===== src/rtl/sys_ctrl_pkg.sv =====
// Shared opcodes, FSM state encoding and sizing helpers for the burst system controller.
package sys_ctrl_pkg;

    localparam logic [7:0] OP_WR      = 8'hAA;
    localparam logic [7:0] OP_RD      = 8'hBB;
    localparam logic [7:0] OP_ALU_OP  = 8'hCC;
    localparam logic [7:0] OP_ALU_NOP = 8'hDD;
    localparam logic [7:0] OP_BWR     = 8'hEE;
    localparam logic [7:0] OP_BRD     = 8'hEF;

    typedef enum logic [3:0] {
        StIdle,
        StGetAddr,
        StGetCnt,
        StGetData,
        StGetA,
        StGetB,
        StGetFun,
        StRdWait,
        StRdSend,
        StAluWait,
        StAluSend
    } state_e;

    function automatic int unsigned alu_bytes(input int unsigned out_w, input int unsigned data_w);
        return out_w / data_w;
    endfunction

    localparam int unsigned ALU_BYTES = alu_bytes(16, 8);

endpackage


===== src/rtl/frame_timer.sv =====
// Inter-byte idle counter; expire_o pulses once the gap reaches TIMEOUT_CYCLES enabled cycles.
module frame_timer #(
    parameter int unsigned TIMEOUT_CYCLES = 1023
) (
    input  logic clk_i,
    input  logic rst_i,
    input  logic clr_i,
    input  logic en_i,
    output logic expire_o
);

    localparam int unsigned CntW = $clog2(TIMEOUT_CYCLES + 1);
    localparam logic [CntW-1:0] CntMax = CntW'(TIMEOUT_CYCLES);

    logic [CntW-1:0] cnt_q, cnt_d;

    assign expire_o = en_i && !clr_i && (cnt_q == CntMax);

    always_comb begin
        cnt_d = cnt_q;
        if (clr_i || expire_o) begin
            cnt_d = '0;
        end else if (en_i) begin
            cnt_d = cnt_q + CntW'(1);
        end
    end

    always_ff @(posedge clk_i or posedge rst_i) begin
        if (rst_i) begin
            cnt_q <= '0;
        end else begin
            cnt_q <= cnt_d;
        end
    end

endmodule


===== src/rtl/sys_ctrl_burst.sv =====
// Byte-serial command decoder driving register-file and ALU accesses, with burst transfers,
// multi-byte ALU result return, TX FIFO back-pressure and an inter-byte frame timeout.
module sys_ctrl_burst
    import sys_ctrl_pkg::*;
#(
    parameter int unsigned DATA_WIDTH     = 8,
    parameter int unsigned ADDR_WIDTH     = 4,
    parameter int unsigned ALU_OUT_WIDTH  = 16,
    parameter int unsigned ALU_FUN_WIDTH  = 4,
    parameter int unsigned TIMEOUT_CYCLES = 1023
) (
    input  logic                     CLK,
    input  logic                     RST,
    input  logic [DATA_WIDTH-1:0]    RX_P_DATA,
    input  logic                     RX_D_VLD,
    output logic                     WR_EN,
    output logic                     RD_EN,
    output logic [ADDR_WIDTH-1:0]    ADDRESS,
    output logic [DATA_WIDTH-1:0]    WR_DATA,
    input  logic [DATA_WIDTH-1:0]    RD_DATA,
    input  logic                     RD_DATA_VLD,
    output logic                     ALU_EN,
    output logic [ALU_FUN_WIDTH-1:0] ALU_FUN,
    input  logic [ALU_OUT_WIDTH-1:0] ALU_OUT,
    input  logic                     ALU_OUT_VLD,
    output logic                     CLK_GATE_EN,
    output logic [DATA_WIDTH-1:0]    TX_P_DATA,
    output logic                     TX_D_VLD,
    input  logic                     FIFO_FULL,
    output logic                     BUSY,
    output logic                     FRAME_ERR
);

    localparam int unsigned AluBytes = alu_bytes(ALU_OUT_WIDTH, DATA_WIDTH);
    localparam int unsigned BlW      = $clog2(AluBytes + 1);

    state_e                   state_q, state_d;
    logic [7:0]               op_q, op_d;
    logic [ADDR_WIDTH-1:0]    addr_q, addr_d;
    logic [DATA_WIDTH-1:0]    wdata_q, wdata_d;
    logic [DATA_WIDTH-1:0]    cnt_q, cnt_d;
    logic [DATA_WIDTH-1:0]    rd_byte_q, rd_byte_d;
    logic [ALU_OUT_WIDTH-1:0] alu_res_q, alu_res_d;
    logic [BlW-1:0]           bytes_left_q, bytes_left_d;
    logic [ALU_FUN_WIDTH-1:0] alu_fun_q, alu_fun_d;
    logic                     gate_q, gate_d;
    logic                     alu_go_q, alu_go_d;
    logic                     wr_en_q, wr_en_d;
    logic                     rd_en_q, rd_en_d;
    logic                     alu_en_q, alu_en_d;
    logic                     err_q, err_d;
    logic                     tx_vld;
    logic [DATA_WIDTH-1:0]    tx_data;
    logic [7:0]               rx_op;
    logic                     in_get, timer_clr, timeout;

    assign in_get    = state_q inside {StGetAddr, StGetCnt, StGetData, StGetA, StGetB, StGetFun};
    assign timer_clr = RX_D_VLD || !in_get;
    assign rx_op     = 8'(RX_P_DATA);

    frame_timer #(
        .TIMEOUT_CYCLES(TIMEOUT_CYCLES)
    ) u_timer (
        .clk_i   (CLK),
        .rst_i   (RST),
        .clr_i   (timer_clr),
        .en_i    (in_get),
        .expire_o(timeout)
    );

    always_comb begin
        state_d      = state_q;
        op_d         = op_q;
        addr_d       = addr_q;
        wdata_d      = wdata_q;
        cnt_d        = cnt_q;
        rd_byte_d    = rd_byte_q;
        alu_res_d    = alu_res_q;
        bytes_left_d = bytes_left_q;
        alu_fun_d    = alu_fun_q;
        gate_d       = gate_q;
        alu_go_d     = alu_go_q;
        wr_en_d      = 1'b0;
        rd_en_d      = 1'b0;
        alu_en_d     = 1'b0;
        err_d        = 1'b0;
        tx_vld       = 1'b0;
        tx_data      = rd_byte_q;

        // Burst-write address advances in the cycle its WR_EN pulse is on the bus.
        if (wr_en_q && op_q == OP_BWR) begin
            addr_d = addr_q + ADDR_WIDTH'(1);
        end

        unique case (state_q)
            StIdle: begin
                if (RX_D_VLD) begin
                    op_d = rx_op;
                    case (rx_op)
                        OP_WR, OP_RD, OP_BWR, OP_BRD: state_d = StGetAddr;
                        OP_ALU_OP:                    state_d = StGetA;
                        OP_ALU_NOP:                   state_d = StGetFun;
                        default:                      err_d   = 1'b1;
                    endcase
                end
            end
            StGetAddr: begin
                if (RX_D_VLD) begin
                    addr_d = RX_P_DATA[ADDR_WIDTH-1:0];
                    if (op_q == OP_WR) begin
                        state_d = StGetData;
                    end else if (op_q == OP_RD) begin
                        rd_en_d = 1'b1;
                        state_d = StRdWait;
                    end else begin
                        state_d = StGetCnt;
                    end
                end
            end
            StGetCnt: begin
                if (RX_D_VLD) begin
                    cnt_d = RX_P_DATA;
                    if (RX_P_DATA == '0) begin
                        state_d = StIdle;
                    end else if (op_q == OP_BWR) begin
                        state_d = StGetData;
                    end else begin
                        rd_en_d = 1'b1;
                        state_d = StRdWait;
                    end
                end
            end
            StGetData: begin
                if (RX_D_VLD) begin
                    wdata_d = RX_P_DATA;
                    wr_en_d = 1'b1;
                    cnt_d   = cnt_q - DATA_WIDTH'(1);
                    if (op_q == OP_WR || cnt_q == DATA_WIDTH'(1)) begin
                        state_d = StIdle;
                    end
                end
            end
            StGetA: begin
                if (RX_D_VLD) begin
                    addr_d  = '0;
                    wdata_d = RX_P_DATA;
                    wr_en_d = 1'b1;
                    state_d = StGetB;
                end
            end
            StGetB: begin
                if (RX_D_VLD) begin
                    addr_d  = ADDR_WIDTH'(1);
                    wdata_d = RX_P_DATA;
                    wr_en_d = 1'b1;
                    state_d = StGetFun;
                end
            end
            StGetFun: begin
                if (RX_D_VLD) begin
                    alu_fun_d = RX_P_DATA[ALU_FUN_WIDTH-1:0];
                    gate_d    = 1'b1;
                    alu_go_d  = 1'b1;
                    state_d   = StAluWait;
                end
            end
            StRdWait: begin
                err_d = RX_D_VLD;
                if (RD_DATA_VLD) begin
                    rd_byte_d = RD_DATA;
                    state_d   = StRdSend;
                end
            end
            StRdSend: begin
                err_d = RX_D_VLD;
                if (!FIFO_FULL) begin
                    tx_vld = 1'b1;
                    if (op_q == OP_BRD && cnt_q != DATA_WIDTH'(1)) begin
                        cnt_d   = cnt_q - DATA_WIDTH'(1);
                        addr_d  = addr_q + ADDR_WIDTH'(1);
                        rd_en_d = 1'b1;
                        state_d = StRdWait;
                    end else begin
                        state_d = StIdle;
                    end
                end
            end
            StAluWait: begin
                err_d = RX_D_VLD;
                // Gate opens one cycle ahead of the enable so the ALU clock is running.
                if (alu_go_q) begin
                    alu_en_d = 1'b1;
                    alu_go_d = 1'b0;
                end else if (ALU_OUT_VLD) begin
                    alu_res_d    = ALU_OUT;
                    gate_d       = 1'b0;
                    bytes_left_d = BlW'(AluBytes);
                    state_d      = StAluSend;
                end
            end
            StAluSend: begin
                err_d   = RX_D_VLD;
                tx_data = alu_res_q[DATA_WIDTH-1:0];
                if (!FIFO_FULL) begin
                    tx_vld       = 1'b1;
                    alu_res_d    = alu_res_q >> DATA_WIDTH;
                    bytes_left_d = bytes_left_q - BlW'(1);
                    if (bytes_left_q == BlW'(1)) begin
                        state_d = StIdle;
                    end
                end
            end
            default: state_d = StIdle;
        endcase

        if (timeout) begin
            state_d = StIdle;
            err_d   = 1'b1;
        end
    end

    always_ff @(posedge CLK or posedge RST) begin
        if (RST) begin
            state_q      <= StIdle;
            op_q         <= '0;
            addr_q       <= '0;
            wdata_q      <= '0;
            cnt_q        <= '0;
            rd_byte_q    <= '0;
            alu_res_q    <= '0;
            bytes_left_q <= '0;
            alu_fun_q    <= '0;
            gate_q       <= 1'b0;
            alu_go_q     <= 1'b0;
            wr_en_q      <= 1'b0;
            rd_en_q      <= 1'b0;
            alu_en_q     <= 1'b0;
            err_q        <= 1'b0;
        end else begin
            state_q      <= state_d;
            op_q         <= op_d;
            addr_q       <= addr_d;
            wdata_q      <= wdata_d;
            cnt_q        <= cnt_d;
            rd_byte_q    <= rd_byte_d;
            alu_res_q    <= alu_res_d;
            bytes_left_q <= bytes_left_d;
            alu_fun_q    <= alu_fun_d;
            gate_q       <= gate_d;
            alu_go_q     <= alu_go_d;
            wr_en_q      <= wr_en_d;
            rd_en_q      <= rd_en_d;
            alu_en_q     <= alu_en_d;
            err_q        <= err_d;
        end
    end

    assign WR_EN       = wr_en_q;
    assign RD_EN       = rd_en_q;
    assign ADDRESS     = addr_q;
    assign WR_DATA     = wdata_q;
    assign ALU_EN      = alu_en_q;
    assign ALU_FUN     = alu_fun_q;
    assign CLK_GATE_EN = gate_q;
    assign TX_P_DATA   = tx_data;
    assign TX_D_VLD    = tx_vld;
    assign BUSY        = (state_q != StIdle);
    assign FRAME_ERR   = err_q;

endmodule


===== config.mk =====
export PLATFORM = sky130hd
export DESIGN_NAME = sys_ctrl_burst
export DESIGN_NICKNAME = d
export VERILOG_FILES = /design/src/rtl/sys_ctrl_pkg.sv /design/src/rtl/frame_timer.sv /design/src/rtl/sys_ctrl_burst.sv
export SDC_FILE = /design/constraint.sdc
export NUM_CORES = 1
export LEC_CHECK = 0
export CORE_ASPECT_RATIO = 1.25
export CORE_MARGIN = 2
export CORE_UTILIZATION = 41
export DETAILED_ROUTE_END_ITERATION = 12
export GPL_TIMING_DRIVEN = 0
export PLACE_DENSITY = 0.63
export SLEW_MARGIN = 25
export SYNTH_ARGS = -nofsm -noshare
export SYNTH_HDL_FRONTEND = slang
export SYNTH_SLANG_ARGS = --single-unit

===== constraint.sdc =====
create_clock -name CLK -period 2.7 [get_ports CLK]
set_input_delay 0.405 -clock CLK [delete_from_list [all_inputs] [get_ports CLK]]
set_output_delay 0.405 -clock CLK [all_outputs]
set_load 0.01 [all_outputs]

=== Yosys cells after proc, flatten, opt, wreduce, memory -nomap -nowiden ===
Cells that the tools add are included.

* Register bits after elaboration: 78
* Input bits: 38
* Output and inout bits: 31
* Logic and storage cells: 167

* Add/subtract/negate cells: 4
* Equal/unequal tests: 47
* Mux-type cells: 69
* Reductions and logical operators: 31

{| class="wikitable"
|+ Operator list
! kind !! number
|-
| $mux W4 || 21
|-
| $eq A8 B8 Y1 const B || 10
|-
| $mux W16 || 3
|-
| $pmux W4 S11 || 1
|-
| $mux W8 || 5
|-
| $ne A3 B2 Y1 const B || 13
|-
| $pmux W16 S2 || 1
|-
| $pmux W8 S3 || 1
|-
| $mux W1 || 20
|-
| $mux W10 || 2
|-
| $eq A4 B3 Y1 const B || 4
|-
| $ne A2 B2 Y1 const B || 8
|-
| $pmux W4 S4 || 1
|-
| $mux W3 || 5
|-
| $reduce_and A15 Y1 || 1
|-
| $eq A4 B4 Y1 const B || 3
|-
| $pmux W4 S3 || 1
|-
| $add A10 B1 Y10 const B || 1
|-
| $eq A10 B10 Y1 const B || 1
|-
| $reduce_and A2 Y1 || 5
|-
| $eq A4 B2 Y1 const B || 2
|-
| $eq A8 B1 Y1 const B || 1
|-
| $logic_not A8 Y1 || 1
|-
| $ne A8 B1 Y1 const B || 1
|-
| 25 further kinds || 39
|}

=== Longest topological paths before layout ===
Gate-level depths: netlist of run 1.

* Depth in word-level cells: 9
* Depth in mapped cells: 9
* Gate-level depth less buffers: 7

=== Hierarchy ===
Synthesis of run 1 repeated with hierarchy kept, for this count alone.

* Cells, all modules: 428
* Area, all modules: 4576.9 µm²

{| class="wikitable"
|+ Modules (own cells, without submodules)
! module !! instances !! cells each !! area each (µm²) !! sequential area each (µm²)
|-
| sys_ctrl_burst || 1 || 373 || 4032.6 || 1701.6
|-
| frame_timer || 1 || 55 || 544.3 || 250.2
|}

=== Worst setup path before layout of run 1 ===
OpenSTA, ideal clock, no wires.

* Path type: input to register
* From: input port RX_P_DATA[4]
* To: register state_q[0]
* Library setup time: 0.141 ns
* Arrival: 1.811 ns
* Required time: 2.559 ns
* Path slack: 0.748 ns
* Stages: 7
* Path buffers: 1
* Cells stage by stage: clkbuf_2 > or4_1 > o211ai_1 > a221oi_2 > a211oi_4 > and4b_1 > nor3_1

* Word-level cells in the longest chain between the ends: 6
* Elaborated cells on any way between the ends: 16
* Those cells by class: eq/ne: 7; mux: 6; reduce/logical: 3

{| class="wikitable"
|+ RTL lines
! element !! line !! text
|-
| from (decl) || sys_ctrl_burst.sv:14 || <nowiki>input logic [DATA_WIDTH-1:0] RX_P_DATA,</nowiki>
|-
| $eq A8 B8 Y1 || sys_ctrl_burst.sv:99 || <nowiki>case (rx_op)</nowiki>
|-
| $reduce_or A4 Y1 || sys_ctrl_burst.sv:99 ||
|-
| $pmux W4 S3 || sys_ctrl_burst.sv:99 ||
|-
| $mux W4 || sys_ctrl_burst.sv:97 || <nowiki>if (RX_D_VLD) begin</nowiki>
|-
| $pmux W4 S11 || sys_ctrl_burst.sv:95 || <nowiki>unique case (state_q)</nowiki>
|-
| $mux W4 || sys_ctrl_burst.sv:216 || <nowiki>if (timeout) begin</nowiki>
|-
| to (signal assigned) || sys_ctrl_burst.sv:224 || <nowiki>state_q <= StIdle;</nowiki>
|-
| to (signal assigned) || sys_ctrl_burst.sv:240 || <nowiki>state_q <= state_d;</nowiki>
|-
| to (decl) || sys_ctrl_burst.sv:37 || <nowiki>state_e state_q, state_d;</nowiki>
|}

Several ways; a longest one is shown, not always the timed one. The select of a mux whose other input is x is not followed.
A chain may end at the register's enable or synchronous reset.

=== Worst setup path in the final report of run 1 ===
* From: input port RX_P_DATA[3]
* To: register state_q[0]

Same word-level chain as after synthesis.

==> results.json, run 1 <==
{
  "yosysMostFrequentCell": "dfrtp_1",
  "ir_drop_mv": 0.481,
  "grt_usage_pct": 19.1,
  "fin_crit_ns": 2.56,
  "avgRoutedWirePerCell_um": 15.4,
  "cts_tree": "built",
  "swShare_pct": 35.7,
  "start_util_pct": 42.4,
  "drive_gt1_share_pct": 14.8,
  "synth_compound_area_share_pct": 14.5,
  "grt_pass1_wl_mm": 16.3,
  "p_sw_w": 0.00197,
  "required_ns": 2.89,
  "power.leakage_nw": 2.25,
  "synth_xor_area_share_pct": 2.14,
  "seqPwrFrac_pct": 35.9,
  "syn_area_um2": 4100,
  "synth.distinct_cells": 61,
  "num_io_pins": 69,
  "synth_cells": 420,
  "avgSynthCellArea_um2": 9.75,
  "muxShareOfSynthArea_pct": 8.68,
  "drt-initial-drc-count": 240,
  "grt_pass1_vias": 3386,
  "setup_slack_ns": 0.143,
  "grt_setup_unrepaired": "no",
  "syn2layout_area_growth_pct": 28.3,
  "grt-ovfl-total": 0,
  "grt_max_degree": 54,
  "internal-power_w": 0.00355,
  "io_buffers": 65,
  "hp-class": "input port to async pin",
  "seq_area_frac_synth_pct": 47.7,
  "synth_top_family_by_area": "simple AND/OR/NAND/NOR gates",
  "max_freq_ghz": 0.391,
  "via_count": 3393,
  "cp-end-kind": "flip-flop",
  "yosys-top-cells-count": "78 x dfrtp_1, 59 x nand2_1, 35 x nor2_1, 28 x mux2_2, 20 x a21oi_1",
  "antenna_cells": 0,
  "yosys_warnings": 0,
  "hold_violations": 0,
  "cts-resized-gates": 6,
  "hold_buffers": 0,
  "finalMaxSlewViolations": 0,
  "p_per_area_nw_per_um2": 1050,
  "critPathArrivalTime_ns": 2.75,
  "cts_buffers": 9,
  "synth_fa_ha_area_share_pct": 1.53,
  "dpl_worst_slack_ns": -0.183,
  "viasPerCell": 5.42,
  "instances_no_fill": 626,
  "dp_hpwl_mm": 7.02,
  "die-area_um2": 10800,
  "placed_cells": 612,
  "core_area_um2": 9660,
  "h-tree-depth": 3,
  "cts_buffer_depth": 2,
  "synth_edf_count": 0,
  "utilization_pct": 54.4,
  "slew_headroom_pct": 48.4,
  "yosysTopAreaCell": "dfrtp_1",
  "synth_simple_gate_area_share_pct": 21.3,
  "place_congestion": 0.878,
  "cp_max_fo": 7,
  "cts_setup_buffers": 0,
  "post-route-period-util_pct": 94.7,
  "skew_ns": 0.00663,
  "syn_nets": 463,
  "clk_latency_ns": 0.33,
  "tightest_slew_ns": 0.768,
  "cts_sinks": 78,
  "routed_wl_mm": 9.64,
  "drc": 0,
  "pwr-share-clk_pct": 22.2,
  "setup_viol": 0,
  "fin_nets": 538,
  "path_clk_slew_ns": 0.06,
  "synthFlopType": "dfrtp_1",
  "cts_root_buffer": "clkbuf_16",
  "yosysTopAreaCellShare_pct": 47.7,
  "async_reset_ff_share_pct": 100,
  "synth-seq-cells": 78,
  "fp.dieW_um": 93.4,
  "status": "finished, final reports clean",
  "synth_area_leaders": "dfrtp_1 48%, mux2_2 7.7%, nand2_1 5.4%, nor2_1 3.2%, a21oi_1 2.4%",
  "power.share.combinational_pct": 41.9,
  "cap_violations": 0,
  "die_h_um": 116,
  "ant_nets": 0,
  "antenna_found_initial": 0,
  "start_kind": "input port",
  "critPathKind": "input port to flip-flop",
  "dr.pass1.iters": 4,
  "row_count": 40
}
## registers in the layout (all words and copies together) (netlist names)
signal / flops
ADDRESS: 4
ALU_EN: 1
ALU_FUN: 4
CLK_GATE_EN: 1
FRAME_ERR: 1
RD_EN: 1
WR_DATA: 8
WR_EN: 1
alu_go_q: 1
alu_res_q: 16
bytes_left_q: 2
cnt_q: 8
op_q: 8
rd_byte_q: 8
state_q: 4
u_timer.cnt_q: 10
## power groups by stage
stage / combinational [W] / sequential, W / clock [W]
5_1_grt: 0.00255 / 0.00206 / 0.00129
2_1_floorplan: 0.00145 / 0.00198 / 0
6_report: 0.00232 / 0.00198 / 0.00123
4_1_cts: 0.00232 / 0.00198 / 0.00125
3_5_place_dp: 0.00229 / 0.00199 / 0
3_3_place_gp: 0.00225 / 0.00198 / 0
## area by class of cell
| cell class | count | area, um^2 |
|---|---|---|
| well taps | 126 | 158 |
| clock buffers | 13 | 260 |
| repair buffers | 66 | 678 |
| plain buffers | 22 | 119 |
| clock inverters | 3 | 42.5 |
| flip-flops and latches | 78 | 1950 |
| fillers | 864 | 4410 |
| inverters | 15 | 58.8 |
| multi-input cells | 303 | 1980 |
## final timing paths
kind	startpoint	endpoint	slack [ns]	cells past startpoint
worst max-delay path	RX_P_DATA[3]	state_q[0]	0.14	7
worst min-delay path	RST	rd_byte_q[1]	0.40	2
worst max register to register	state_q[3]	u_timer.cnt_q[3]	0.49	7
worst min register to register	u_timer.cnt_q[0]	u_timer.cnt_q[0]	0.49	1
max in group asynchronous	RST	op_q[4]	1.72	3
min in group CLK	RX_P_DATA[2]	ALU_FUN[2]	0.41	2
## through the flow
step	hold slack, ns	cell area [um^2]	total power [W]	setup TNS [ns]
finish	0.398	5250	0.00553	0
global route	0.425	5250	0.00591	0
CTS	0.406	5250	0.00555	0
detailed placement	0.485	4930	0.00428	-0.679
global placement	0.470	4900	0.00424	-78.37
floorplan	0.445	4100	0.00343	0
## kinds of logic (layout without fill, tap and decap cells)
group / after synthesis / in the layout
XOR/XNOR: 10 / 10
flip-flops: 78 / 78
AND/OR/NAND/NOR: 169 / 169
multiplexers: 32 / 32
adder cells (fa/ha/maj): 5 / 5
AO/OA/AOI/OAI: 87 / 87
buffers and inverters: 39 / 119
## layout by cell type, fill, tap and decap left out, drive strengths merged, types with 10 or more instances in the layout
master	instances
a31oi	12
inv	15
o21ai	16
buf	15
nand3	15
dfrtp	78
mux2	28
a21oi	22
clkdlybuf4s50	65
nor3	10
nand2	59
nor2	35
clkbuf	21
## worst max-delay path: stages
cell and delay [ns]:
clkdlybuf4s50_1 0.68, nand2_1 0.12, nor4_1 0.61, a221oi_2 0.24, a211oi_4 0.36, and4b_1 0.28
nor3_1 0.05
## routing by layer
metal / wire length [um] / track usage (%) / up-vias
li1: - / - / 1662
met1: 4540 / 25.8 / 1643
met2: 4610 / 30.8 / 75
met3: 310 / 2.60 / 13
met4: 189 / 8.24 / 0
met5: 0 / 0 / -
(Power assumes the default switching activity.)
==> inputs of run 2 (changes only) <==
ABC_CLOCK_PERIOD_IN_PS = 2700   (was default)
PLACE_DENSITY = 0.62   (was 0.63)
RECOVER_POWER = 25   (was default)
SYNTH_HIERARCHICAL = 1   (was default)
==> run 2 against run 1 <==
Effect of this change: first-iteration DRC count fell by 30%; maximum frequency rose by 1.3%; total power rose by 13%; design area rose by 10%; sequential power rose by 2%; largest cell class unchanged; die area rose by 11%; global-route usage rose by 0.14 points.
==> results.json, run 2 <==
{
  "seqPwrFrac_pct": 32.3,
  "cpPeakStageDelay_ns": 0.51,
  "grt_usage_pct": 19.2,
  "cts_setup_buffers": 0,
  "finalMaxSlewViolations": 0,
  "avgRoutedWirePerCell_um": 17.2,
  "die-area_um2": 12000,
  "crit_path_frequent_cell": "buf_6",
  "cts-resized-gates": 6,
  "num_io_pins": 69,
  "yosys_warnings": 6,
  "grt_pass1_wl_mm": 18.4,
  "slowest_stage": "clkdlybuf4s50_1",
  "grt-ovfl-total": 0,
  "skew_ns": 0.00810,
  "cp_max_fo": 9,
  "power.share.combinational_pct": 46.1,
  "cts_buffers": 9,
  "core_area_um2": 11000,
  "fin_nets": 549,
  "post-route-period-util_pct": 93.5,
  "final_cell_mix": "78 x dfrtp_1, 65 x clkdlybuf4s50_1, 36 x mux2_2",
  "multi_input_area_um2": 2430,
  "instances_no_fill": 646,
  "crit_chain": "buf_6 -> and4bb_1 -> buf_6 -> mux2_2 -> clkdlybuf4s50_1",
  "cp-end-kind": "output port",
  "cts_sinks": 78,
  "crit_start": "state_q[2]",
  "critPathKind": "flip-flop to output port",
  "path_clk_slew_ns": 0.06,
  "place_congestion": 0.872,
  "synth_edf_count": 0,
  "required_ns": 2.30,
  "antenna_cells": 0,
  "die_h_um": 122,
  "start_kind": "flip-flop",
  "final_common_cell": "dfrtp_1",
  "status": "finished, final reports clean",
  "yosys-top-cells-count": "78 x dfrtp_1, 36 x mux2_2, 29 x nor2_1, 27 x nand2_1, 17 x inv_1",
  "setup_viol": 0,
  "cap_violations": 0,
  "synth.distinct_cells": 86,
  "via_count": 3661,
  "tightest_slew_ns": 1.37,
  "h-tree-depth": 3,
  "p_sw_w": 0.00229,
  "yosysTopAreaCellShare_pct": 42.6,
  "routed_wl_mm": 11.1,
  "viasPerCell": 5.67,
  "fp.dieW_um": 98.5,
  "cp_top_family": "buffers and inverters",
  "synthFlopType": "dfrtp_1",
  "top_regs": "alu_res_q (16), u_timer/cnt_q (10)",
  "regArea_um2": 1950,
  "place_area_um2": 5440,
  "syn_nets": 471,
  "timing.rr.start": "state_q[1]",
  "cp_num_buf_inv": 3,
  "async_reset_ff_share_pct": 100,
  "total_power_w": 0.00625,
  "drc": 0,
  "synth-seq-cells": 78,
  "row_count": 43,
  "swShare_pct": 36.6,
  "dp_hpwl_mm": 7.99,
  "fin_crit_ns": 2.52,
  "seq_area_frac_synth_pct": 42.6,
  "max_freq_ghz": 0.396,
  "yosysTopAreaCell": "dfrtp_1",
  "io_buffers": 67,
  "yosysMostFrequentCell": "dfrtp_1",
  "avgSynthCellArea_um2": 10.7,
  "slew_headroom_pct": 7.88,
  "hold_violations": 0,
  "cts_root_buffer": "clkbuf_16",
  "critPathArrivalTime_ns": 2.12,
  "syn_area_um2": 4580,
  "hold_buffers": 0,
  "clk_latency_ns": 0.34,
  "ir_drop_mv": 0.675,
  "antenna_found_initial": 0,
  "stdcell_area_um2": 5790,
  "grt_max_degree": 39,
  "internal-power_w": 0.00396,
  "tns_ns": 0,
  "power.leakage_nw": 2.35,
  "p_per_area_nw_per_um2": 1080,
  "synth_cells": 428,
  "drive_gt1_share_pct": 22.1,
  "hold_start": "RX_P_DATA[4]",
  "dr.pass1.iters": 4,
  "drt-initial-drc-count": 168,
  "syn2layout_area_growth_pct": 26.5,
  "cts_buffer_depth": 2,
  "grt_pass1_vias": 3535,
  "fillers": 996,
  "start_util_pct": 41.7,
  "hp-class": "input port to flip-flop",
  "placed_cells": 631,
  "top_register": "alu_res_q",
  "synth_area_leaders": "dfrtp_1 43%, mux2_2 8.9%, nor2_1 2.4%, nand2_1 2.2%, mux2i_1 2.2%",
  "largest_register_ffs": 16,
  "grt_setup_unrepaired": "no",
  "pwr-share-clk_pct": 21.5,
  "cts_tree": "built",
  "ant_nets": 0
}
## run 2: worst paths after layout
check	to	slack, ns	depth (start not counted)
min in group asynchronous	u_timer/cnt_q[0]	0.53	2
worst min register to register	alu_res_q[1]	0.49	2
worst max-delay path	TX_P_DATA[5]	0.18	5
max in group asynchronous	ADDRESS[3]	0.44	3
worst max register to register	state_q[2]	0.19	11
worst min-delay path	WR_DATA[4]	0.43	2
## run 2: through the flow
stage / worst slack, ns / utilization (%) / hold WS (ns)
floorplan: 0.153 / - / 0.245
global placement: -0.687 / 49.4 / 0.456
detailed placement: -0.308 / 49.6 / 0.477
CTS: 0.0117 / 52.7 / 0.418
global route: 0.000352 / 52.7 / 0.443
finish: 0.176 / 52.7 / 0.433
## run 2: cell type report
class / count / area share [%]
multi-input cells: 308 / 42.0
well taps: 135 / 2.92
flip-flops and latches: 78 / 33.7
inverters: 18 / 1.19
clock buffers: 10 / 4.13
plain buffers: 23 / 2.75
repair buffers: 68 / 11.7
clock inverters: 6 / 1.58
## run 2: power groups by stage
| stage | Clock (W) | Sequential [W] | Combinational (W) |
|---|---|---|---|
| detailed placement | 0 | 0.00204 | 0.00286 |
| global route | 0.00143 | 0.00209 | 0.00316 |
| global placement | 0 | 0.00202 | 0.00282 |
| CTS | 0.00138 | 0.00202 | 0.00288 |
| finish | 0.00135 | 0.00202 | 0.00288 |
| floorplan | 0 | 0.00203 | 0.00194 |
## run 2: layer usage
layer	vias to the layer above	GRT usage [%]	wire length (um)
met5	-	0	0
met2	76	30.5	5400
met1	1806	26.6	5110
met4	0	6.59	175
met3	15	3.44	405
li1	1764	-	-
## run 2: cells by family (layout without fill, tap and decap cells)
kind of cell               count (synthesis)  in the layout  share of synthesized area (%)
adders and majority gates                  5              5                           1.37
buffers and inverters                     42            125                           4.59
and+or+nand+nor                          139            139                           19.8
xor gates and xnor gates                   9              9                           1.72
muxes                                     46             46                           11.0
DFF                                       78             78                           42.6
AOI/OAI and AO/OA                        109            109                           18.8
==> inputs of run 3 (changes only) <==
ABC_AREA = 1   (was default)
CORE_UTILIZATION = 40   (was 41)
PLACE_DENSITY = 0.61   (was 0.62)
==> run 3 against run 2 <==
Effect of this change: sequential cell count stayed put; die area rose by 4.0%; wire length increased by 7.8%; global-route usage grew 0.88 points; largest cell class unchanged; cell count up 31%; synthesized cell count rose by 45%; first-iteration DRC count grew 45%.
==> results.json, run 3 <==
{
  "status": "finished, final reports clean",
  "cts_root_buffer": "clkbuf_16",
  "slew_headroom_pct": 21.5,
  "grt_setup_unrepaired": "no",
  "grt_pass1_vias": 4262,
  "async_reset_ff_share_pct": 100,
  "seq_area_frac_synth_pct": 42.0,
  "viasPerCell": 5.04,
  "syn2layout_area_growth_pct": 26.4,
  "p_sw_w": 0.00236,
  "ant_nets": 0,
  "finalMaxSlewViolations": 0,
  "clk_latency_ns": 0.34,
  "regToRegSetupSlack_ns": 0.30,
  "cts_buffer_depth": 2,
  "dp_hpwl_mm": 8.91,
  "grt_usage_pct": 20.1,
  "hp-class": "flip-flop to flip-flop",
  "tns_ns": 0,
  "die-area_um2": 12500,
  "antenna_cells": 0,
  "grt_pass1_wl_mm": 20.1,
  "grt_max_degree": 52,
  "fin_crit_ns": 2.53,
  "critPathArrivalTime_ns": 2.12,
  "internal-power_w": 0.00364,
  "routed_wl_mm": 12.0,
  "cp_max_fo": 10,
  "power.share.combinational_pct": 44.7,
  "power.leakage_nw": 2.83,
  "largest_register_ffs": 16,
  "setup_viol": 0,
  "antenna_found_initial": 0,
  "required_ns": 2.30,
  "synth-seq-cells": 78,
  "cap_violations": 0,
  "synth_cells": 620,
  "yosysTopAreaCellShare_pct": 42.0,
  "hold_violations": 0,
  "max_freq_ghz": 0.396,
  "fin_nets": 744,
  "cts_sinks": 78,
  "stdcell_area_um2": 5880,
  "syn_area_um2": 4650,
  "seqPwrFrac_pct": 31.3,
  "ir_drop_mv": 0.530,
  "synth.distinct_cells": 37,
  "fp.dieW_um": 100,
  "cts_buffers": 9,
  "io_buffers": 68,
  "dr.pass1.iters": 4,
  "path_clk_slew_ns": 0.06,
  "pwr-share-clk_pct": 24.0,
  "h-tree-depth": 3,
  "num_io_pins": 69,
  "cts_tree": "built",
  "drc": 0,
  "row_count": 44,
  "via_count": 4250,
  "place_congestion": 0.878,
  "p_per_area_nw_per_um2": 1020,
  "avgSynthCellArea_um2": 7.50,
  "top_register": "alu_res_q",
  "cp-end-kind": "output port",
  "yosysMostFrequentCell": "nand2_1",
  "place_area_um2": 5530,
  "die_h_um": 125,
  "yosysTopAreaCell": "dfrtp_1",
  "tightest_slew_ns": 1.18,
  "yosys_warnings": 6,
  "drive_gt1_share_pct": 13.6,
  "avgRoutedWirePerCell_um": 14.2,
  "synth_area_leaders": "dfrtp_1 42%, nand2_1 14%, inv_1 7.0%, o21ai_0 6.0%, nor2_1 5.0%",
  "syn_nets": 663,
  "skew_ns": 0.00504,
  "core_area_um2": 11500,
  "post-route-period-util_pct": 93.6,
  "critPathKind": "flip-flop to output port",
  "synth_edf_count": 0,
  "swShare_pct": 39.4,
  "drt-initial-drc-count": 243,
  "grt-ovfl-total": 0,
  "synthFlopType": "dfrtp_1",
  "top_regs": "alu_res_q (16), u_timer/cnt_q (10)",
  "final_cell_mix": "171 x nand2_1, 86 x inv_1, 78 x dfrtp_1",
  "start_kind": "flip-flop",
  "start_util_pct": 40.4,
  "final_common_cell": "nand2_1",
  "hold_buffers": 0,
  "yosys-top-cells-count": "171 x nand2_1, 87 x inv_1, 78 x dfrtp_1, 62 x nor2_1, 56 x o21ai_0"
}
## run 3: layout make-up
class,instances,area [um^2]
fill,1116,5630
multi-input combinational,434,2250
clock inverter,5,106
inverter,94,354
sequential,78,1950
buffer,13,103
tap,138,173
timing repair buffer,71,701
clock buffer,11,243
## run 3: power by group through the flow
| stage | logic [W] | clock network, W | registers (W) |
|---|---|---|---|
| floorplan | 0.00175 | 0 | 0.00190 |
| global route | 0.00302 | 0.00150 | 0.00194 |
| detailed placement | 0.00267 | 0 | 0.00190 |
| CTS | 0.00269 | 0.00146 | 0.00188 |
| finish | 0.00268 | 0.00144 | 0.00188 |
| global placement | 0.00262 | 0 | 0.00188 |
## run 3: path summary, 6_finish.rpt
check / start / to / depth (start not counted)
min in group asynchronous: RST / u_timer/cnt_q[0] / 2
max in group asynchronous: RST / ALU_FUN[2] / 3
hold reg to reg: WR_DATA[2] / WR_DATA[2] / 2
setup / recovery: state_q[2] / TX_P_DATA[0] / 5
hold / removal: WR_DATA[2] / WR_DATA[2] / 2
setup reg to reg: state_q[2] / state_q[2] / 12
## run 3: kinds of logic (layout without fill, tap and decap cells)
kind of cell             Yosys count  after routing  synth area share [%]
AO/OA/AOI/OAI                     96             96                  13.3
multiplexers                       8              8                  1.94
AND/OR/NAND/NOR                  318            318                  30.3
buffers and inverters            108            194                  9.85
flip-flops                        78             78                  42.0
XOR/XNOR                           7              7                  1.32
adder cells (fa/ha/maj)            5              5                  1.35
## run 3: per-stage QoR
stage	cells	setup slack [ns]	hold WS [ns]	util [%]	total power [W]
2_1_floorplan	620	0.583	0.245	-	0.00365
3_3_place_gp	826	-0.772	0.474	47.8	0.00450
3_5_place_dp	827	-0.296	0.478	48.1	0.00457
4_1_cts	843	0.0303	0.395	51.1	0.00603
5_1_grt	844	0.0405	0.522	51.1	0.00647
6_report	844	0.174	0.490	51.1	0.00600
## run 3: worst max-delay path: stages, from the launching register on
cell	delay, ns
dfrtp_1	0.51
nor2_8	0.20
nand2_2	0.12
buf_2	0.19
o21ai_0	0.19
clkdlybuf4s50_1	0.56
## run 3: layer usage
metal	track usage (%)	wire, um	vias up
li1	-	-	2130
met4	7.25	166	0
met2	34.7	5980	81
met5	0	0	-
met1	25.2	5430	2026
met3	2.92	378	13
## run 3: timing repair
| action | CTS | global route |
|---|---|---|
| pin swaps | 0 | 1 |
| buffers inserted | 0 | 2 |
| resized for setup | 2 | 6 |
| endpoints found under the setup margin | 3 | 12 |
| cloned | 0 | 0 |
